--- src/rtl/pulse_pkg.sv ---
// Shared definitions for the pulse train generator.
//   CNT_W_DEFAULT : default width of the length/count fields
//   state_e       : top-level FSM state encoding
package pulse_pkg;

  localparam int unsigned CNT_W_DEFAULT = 8;

  typedef enum logic [1:0] {
    StIdle,
    StHigh,
    StLow
  } state_e;

endpackage

--- src/rtl/phase_counter.sv ---
// Loadable down-counter that times one phase (HIGH or LOW) of a pulse.
//   clk      : clock
//   rst_n    : asynchronous active-low reset, clears the count
//   load     : load load_val into the counter (takes priority over en)
//   load_val : phase length in cycles
//   en       : decrement by one, saturating at zero
//   tc       : terminal count, the current cycle is the last of the phase
module phase_counter
  import pulse_pkg::*;
#(
  parameter int unsigned CNT_W = CNT_W_DEFAULT
) (
  input  logic             clk,
  input  logic             rst_n,
  input  logic             load,
  input  logic [CNT_W-1:0] load_val,
  input  logic             en,
  output logic             tc
);

  logic [CNT_W-1:0] cnt_q, cnt_d;

  always_comb begin
    cnt_d = cnt_q;
    if (load) begin
      cnt_d = load_val;
    end else if (en && (cnt_q != '0)) begin
      cnt_d = cnt_q - CNT_W'(1);
    end
  end

  always_ff @(posedge clk or negedge rst_n) begin
    if (!rst_n) begin
      cnt_q <= '0;
    end else begin
      cnt_q <= cnt_d;
    end
  end

  // The count holds the cycles remaining including the current one.
  assign tc = (cnt_q <= CNT_W'(1));

endmodule

--- src/rtl/pulse_train_gen.sv ---
// Pulse train generator: emits num_pulses pulses of high_len high cycles followed by
// low_len low cycles each. Every output is registered.
//   clk        : clock
//   rst_n      : asynchronous active-low reset
//   start      : begin a train (ignored while busy or when num_pulses is 0)
//   abort      : terminate a running train (wins over start)
//   high_len   : high-phase length in cycles (0 behaves as 1)
//   low_len    : low-phase length in cycles (0 behaves as 1)
//   num_pulses : pulses per train
//   data_out   : generated waveform
//   pos_evt    : strobe on the first high cycle of each pulse
//   neg_evt    : strobe on the first low cycle after a high cycle
//   busy       : train in progress
//   done       : strobe when the train completes or is aborted
module pulse_train_gen
  import pulse_pkg::*;
#(
  parameter int unsigned CNT_W = CNT_W_DEFAULT
) (
  input  logic             clk,
  input  logic             rst_n,
  input  logic             start,
  input  logic             abort,
  input  logic [CNT_W-1:0] high_len,
  input  logic [CNT_W-1:0] low_len,
  input  logic [CNT_W-1:0] num_pulses,
  output logic             data_out,
  output logic             pos_evt,
  output logic             neg_evt,
  output logic             busy,
  output logic             done
);

  state_e           state_q, state_d;
  logic [CNT_W-1:0] high_q, high_d;
  logic [CNT_W-1:0] low_q, low_d;
  logic [CNT_W-1:0] pulses_q, pulses_d;

  logic             ph_load;
  logic [CNT_W-1:0] ph_load_val;
  logic             ph_en;
  logic             ph_tc;

  logic             data_d, pos_d, neg_d, busy_d, done_d;
  logic             data_q, pos_q, neg_q, busy_q, done_q;

  phase_counter #(
    .CNT_W (CNT_W)
  ) u_phase_counter (
    .clk      (clk),
    .rst_n    (rst_n),
    .load     (ph_load),
    .load_val (ph_load_val),
    .en       (ph_en),
    .tc       (ph_tc)
  );

  always_comb begin
    state_d     = state_q;
    high_d      = high_q;
    low_d       = low_q;
    pulses_d    = pulses_q;
    ph_load     = 1'b0;
    ph_load_val = high_q;
    ph_en       = 1'b0;

    unique case (state_q)
      StIdle: begin
        if (start && !abort && (num_pulses != '0)) begin
          // Zero lengths are stored as 1 so the phase counter never sees 0.
          high_d      = (high_len == '0) ? CNT_W'(1) : high_len;
          low_d       = (low_len == '0) ? CNT_W'(1) : low_len;
          pulses_d    = num_pulses;
          ph_load     = 1'b1;
          ph_load_val = high_d;
          state_d     = StHigh;
        end
      end
      StHigh: begin
        if (abort) begin
          pulses_d = '0;
          state_d  = StIdle;
        end else if (ph_tc) begin
          ph_load     = 1'b1;
          ph_load_val = low_q;
          state_d     = StLow;
        end else begin
          ph_en = 1'b1;
        end
      end
      StLow: begin
        if (abort) begin
          pulses_d = '0;
          state_d  = StIdle;
        end else if (ph_tc) begin
          if (pulses_q > CNT_W'(1)) begin
            pulses_d    = pulses_q - CNT_W'(1);
            ph_load     = 1'b1;
            ph_load_val = high_q;
            state_d     = StHigh;
          end else begin
            pulses_d = '0;
            state_d  = StIdle;
          end
        end else begin
          ph_en = 1'b1;
        end
      end
      default: begin
        state_d = StIdle;
      end
    endcase

    // Outputs are registered copies of what the next state implies.
    data_d = (state_d == StHigh);
    busy_d = (state_d != StIdle);
    pos_d  = data_d && !data_q;
    neg_d  = !data_d && data_q;
    done_d = (state_q != StIdle) && (state_d == StIdle);
  end

  always_ff @(posedge clk or negedge rst_n) begin
    if (!rst_n) begin
      state_q  <= StIdle;
      high_q   <= '0;
      low_q    <= '0;
      pulses_q <= '0;
      data_q   <= 1'b0;
      pos_q    <= 1'b0;
      neg_q    <= 1'b0;
      busy_q   <= 1'b0;
      done_q   <= 1'b0;
    end else begin
      state_q  <= state_d;
      high_q   <= high_d;
      low_q    <= low_d;
      pulses_q <= pulses_d;
      data_q   <= data_d;
      pos_q    <= pos_d;
      neg_q    <= neg_d;
      busy_q   <= busy_d;
      done_q   <= done_d;
    end
  end

  assign data_out = data_q;
  assign pos_evt  = pos_q;
  assign neg_evt  = neg_q;
  assign busy     = busy_q;
  assign done     = done_q;

endmodule
--- config.mk ---
export PLATFORM = sky130hd
export DESIGN_NAME = pulse_train_gen
export DESIGN_NICKNAME = d
export VERILOG_FILES = /design/src/rtl/pulse_pkg.sv /design/src/rtl/phase_counter.sv /design/src/rtl/pulse_train_gen.sv
export SDC_FILE = /design/constraint.sdc
export NUM_CORES = 1
export LEC_CHECK = 0
export ABC_CLOCK_PERIOD_IN_PS = 2000
export BUFFER_PORTS_ARGS = -buffer_cell sky130_fd_sc_hd__buf_2
export CAP_MARGIN = 40
export CORE_AREA = 2 2 78 80
export DETAILED_ROUTE_END_ITERATION = 10
export DIE_AREA = 0 0 80 82
export SLEW_MARGIN = 5
export SYNTH_ARGS = -nofsm -noshare
export SYNTH_HDL_FRONTEND = slang
export SYNTH_SLANG_ARGS = --single-unit
--- constraint.sdc ---
create_clock -name clk -period 2 [get_ports clk]
set_input_delay 0.2 -clock clk [delete_from_list [all_inputs] [get_ports clk]]
set_output_delay 0.2 -clock clk [all_outputs]
set_load 0.02 [all_outputs]
==> results.json <==
{
  "status": "finished, final reports clean",
  "synth_cell_types": 50,
  "cts_made_buffers": 5,
  "crit_required_ns": 2.16,
  "place_ws_ns": 0.0165,
  "hold_violations": 0,
  "grt_pass1_wl_um": 8630,
  "setup_slack_ns": 0.109,
  "core_mm2": 0.00575,
  "fillerInstances": 557,
  "ys_top_cells_by_area": "dfrtp_1 44%, nand2_1 8.3%, ha_1 4.5%",
  "clock_sinks": 39,
  "period_share": 0.945,
  "grt_pass1_vias": 1838,
  "ys_async_sr_fraction": 1.00,
  "vias": 1966,
  "p_sw_frac": 0.390,
  "synth_top_area_cell": "dfrtp_1",
  "yosysWarnings": 0,
  "rsz0062_at_grt": "true",
  "p_int_uw": 2400,
  "clk_pin_slew_ns": 0.08,
  "maxSlewViolCount": 0,
  "p_seq_frac": 0.357,
  "grt_usage": 0.170,
  "start_kind": "flip-flop",
  "fp.dieH_um": 82,
  "synthMuxAreaShare": 0.0411,
  "leakage_uw": 0.00130,
  "io_buffer_count": 32,
  "crit_type": "flip-flop to flip-flop",
  "arrival_ns": 2.05,
  "synth_fp_nets": 271,
  "worstRegToRegCells": 7,
  "slew-limit-headroom": 0.658,
  "placementRows": 28,
  "drt-wirelength-per-cell_um": 14.8,
  "cts_buffer_depth": 2,
  "hpwl_um": 3780,
  "ctsRootBufferMaster": "clkbuf_8",
  "grt_max_degree": 40,
  "areaGrowthSynthToFinish_pct": 27.3,
  "clock_skew_ns": 0.00562,
  "synthAdderAreaFrac": 0.0450,
  "finalWirelength_um": 5510,
  "pwr-share-clk": 0.172,
  "grt_antenna_before_repair": 0,
  "synth_xor_area_frac": 0.0276,
  "gp_congestion": 0.855,
  "synth_top_family_by_area": "simple AND/OR/NAND/NOR gates",
  "gr-total-overflow": 0,
  "post_layout_nonfiller_instances": 371,
  "diodes": 0,
  "regArea_um2": 976,
  "dieArea_mm2": 0.00656,
  "r2r_slack_ns": 0.11,
  "htree_num_levels": 2,
  "start_util": 0.387,
  "ys_ff_latch": 39,
  "worst-slew-pin-transition_ns": 0.513,
  "multiInputGateArea_mm2": 0.00124,
  "synth_area_mm2": 0.00222,
  "synth_compound_area_frac": 0.199,
  "fin_nets": 331,
  "crit_path_max_incr_delay_ns": 0.38,
  "net-switching-power_uw": 1530,
  "final_common_cell": "nand2_1",
  "vdd_drop_max_v": 0.000532,
  "netlist.area_leader.share": 0.439,
  "drt-pass1-iter-count": 4,
  "whs_path_depth": 3,
  "placed_cells": 357,
  "synth_edf_count": 0,
  "clkLatencyLatePin_ns": 0.29,
  "fin_crit_ns": 1.89,
  "power_frac_comb": 0.471,
  "cp_slowest_cell": "dfrtp_1",
  "holdCritPathClass": "primary input to flip-flop",
  "synth_seq_area_share": 0.439,
  "cap_viol_max_count": 0,
  "drive_above_1_share": 0.301,
  "drt_iter0_markers": 105,
  "path_cells": "inv_1 > ha_1 > or2_4 > and4_4 > buf_4 > a222oi_1 > mux2i_1",
  "synth_ff_type": "dfrtp_1",
  "drc": 0,
  "yosys.area_share.simple": 0.220,
  "cts_tree": "yes",
  "setup_viol": 0,
  "final_antenna_net_count": 0,
  "routed_via_density": 5.30,
  "fmax_mhz": 529,
  "dpl_cell_area_mm2": 0.00263,
  "path_max_fanout": 8,
  "powerDensity_mw_per_mm2": 1390,
  "syn_inst": 235,
  "final_cell_mix": "49 x nand2_1, 39 x dfrtp_1, 32 x buf_2, 22 x buf_4, 17 x o21ai_0",
  "end_kind": "flip-flop",
  "io_pins": 33,
  "syn_area_per_cell_um2": 9.46,
  "design_area_mm2": 0.00283,
  "die_w_um": 80
}
[final cells by class]
| cell class | count | share of cell area |
|---|---|---|
| Tap cell | 75 | 0.0331 |
| Timing Repair Buffer | 57 | 0.133 |
| Sequential cell | 39 | 0.345 |
| Clock buffer | 6 | 0.0292 |
| Inverter | 8 | 0.0106 |
| Clock inverter | 2 | 0.0124 |
| Multi-Input combinational cell | 184 | 0.437 |
[final timing paths]
| check | start | end |
|---|---|---|
| setup / recovery | u_phase_counter.cnt_q[0]$_DFFE_PN0P_ | u_phase_counter.cnt_q[6]$_DFFE_PN0P_ |
| hold / removal | low_len[3] | low_q[3]$_DFFE_PN0P_ |
| setup reg to reg | u_phase_counter.cnt_q[0]$_DFFE_PN0P_ | u_phase_counter.cnt_q[6]$_DFFE_PN0P_ |
| hold reg to reg | data_out$_DFF_PN0_ | pos_evt$_DFF_PN0_ |
| max in group asynchronous | rst_n | pulses_q[6]$_DFFE_PN0P_ |
| min in group asynchronous | rst_n | pulses_q[0]$_DFFE_PN0P_ |
[synthesized netlist by cell type (2+ instances only)]
cell / n
nand2_1: 49
dfrtp_1: 39
o21ai_0: 18
a21oi_1: 15
nor2_1: 12
nor3_1: 11
ha_1: 8
inv_1: 8
mux2i_1: 8
xor2_1: 6
a222oi_1: 5
nand2b_1: 3
nand3_1: 3
nor2b_1: 3
nor4_1: 3
a22o_1: 2
a22oi_1: 2
a31o_2: 2
and2_1: 2
buf_2: 2
clkbuf_1: 2
o21ai_2: 2
or2_2: 2
or4_4: 2
[critical path, delay by kind of cell, from the launching register on]
family	cells	cell delay (ns)
buf+inv	2	0.21
mux	1	0.13
compound gates	1	0.38
simple gates	2	0.45
fa+ha+maj	1	0.21
flops	1	0.38
[metrics by stage]
step                TNS (ns)  total power, uW  hold WS [ns]  utilization
finish                     0             3940         0.111        0.493
CTS                        0             3840         0.104        0.479
floorplan                  0             2530       -0.0956            -
global route         -0.0449             4260         0.120        0.493
global placement           0             3110         0.295        0.457
detailed placement         0             3150         0.297        0.457
[state kept, by name, indices dropped and copies added, names as in the netlist]
register,flops
busy,1
high_q,8
low_q,8
neg_evt,1
u_phase_counter.cnt_q,8
done,1
state_q,2
pulses_q,8
data_out,1
pos_evt,1
[power by group through the flow]
stage / clock (uW) / sequential (uW) / combinational [uW]
after detailed placement: 0 / 1420 / 1730
after global routing: 734 / 1450 / 2080
after floorplan: 0 / 1430 / 1100
final: 676 / 1410 / 1850
after CTS: 698 / 1410 / 1740
after global placement: 0 / 1410 / 1700
[metal layers]
layer	track usage	wire length, um	up-vias
li1	-	-	980
met1	0.226	2660	946
met2	0.277	2590	35
met3	0.0341	198	5
met4	0.0559	56	0
met5	0	0	-
[cell families (layout without fill, tap and decap cells)]
| logic type | Yosys count | after routing |
|---|---|---|
| and+or+nand+nor | 99 | 99 |
| AOI/OAI and AO/OA | 59 | 61 |
| DFF | 39 | 39 |
| buffers and inverters | 14 | 73 |
| muxes | 9 | 9 |
| adders and majority gates | 8 | 8 |
| xor gates and xnor gates | 7 | 7 |
[what timing repair did]
item,in CTS,in global routing
endpoints found under the hold margin,39,0
pin swaps,1,4
gates cloned,0,2
hold buffers,1,0
buffers inserted,0,3
endpoints found under the setup margin,1,21
resized for setup,0,8
Note: power is estimated with default switching activity, not from simulation.
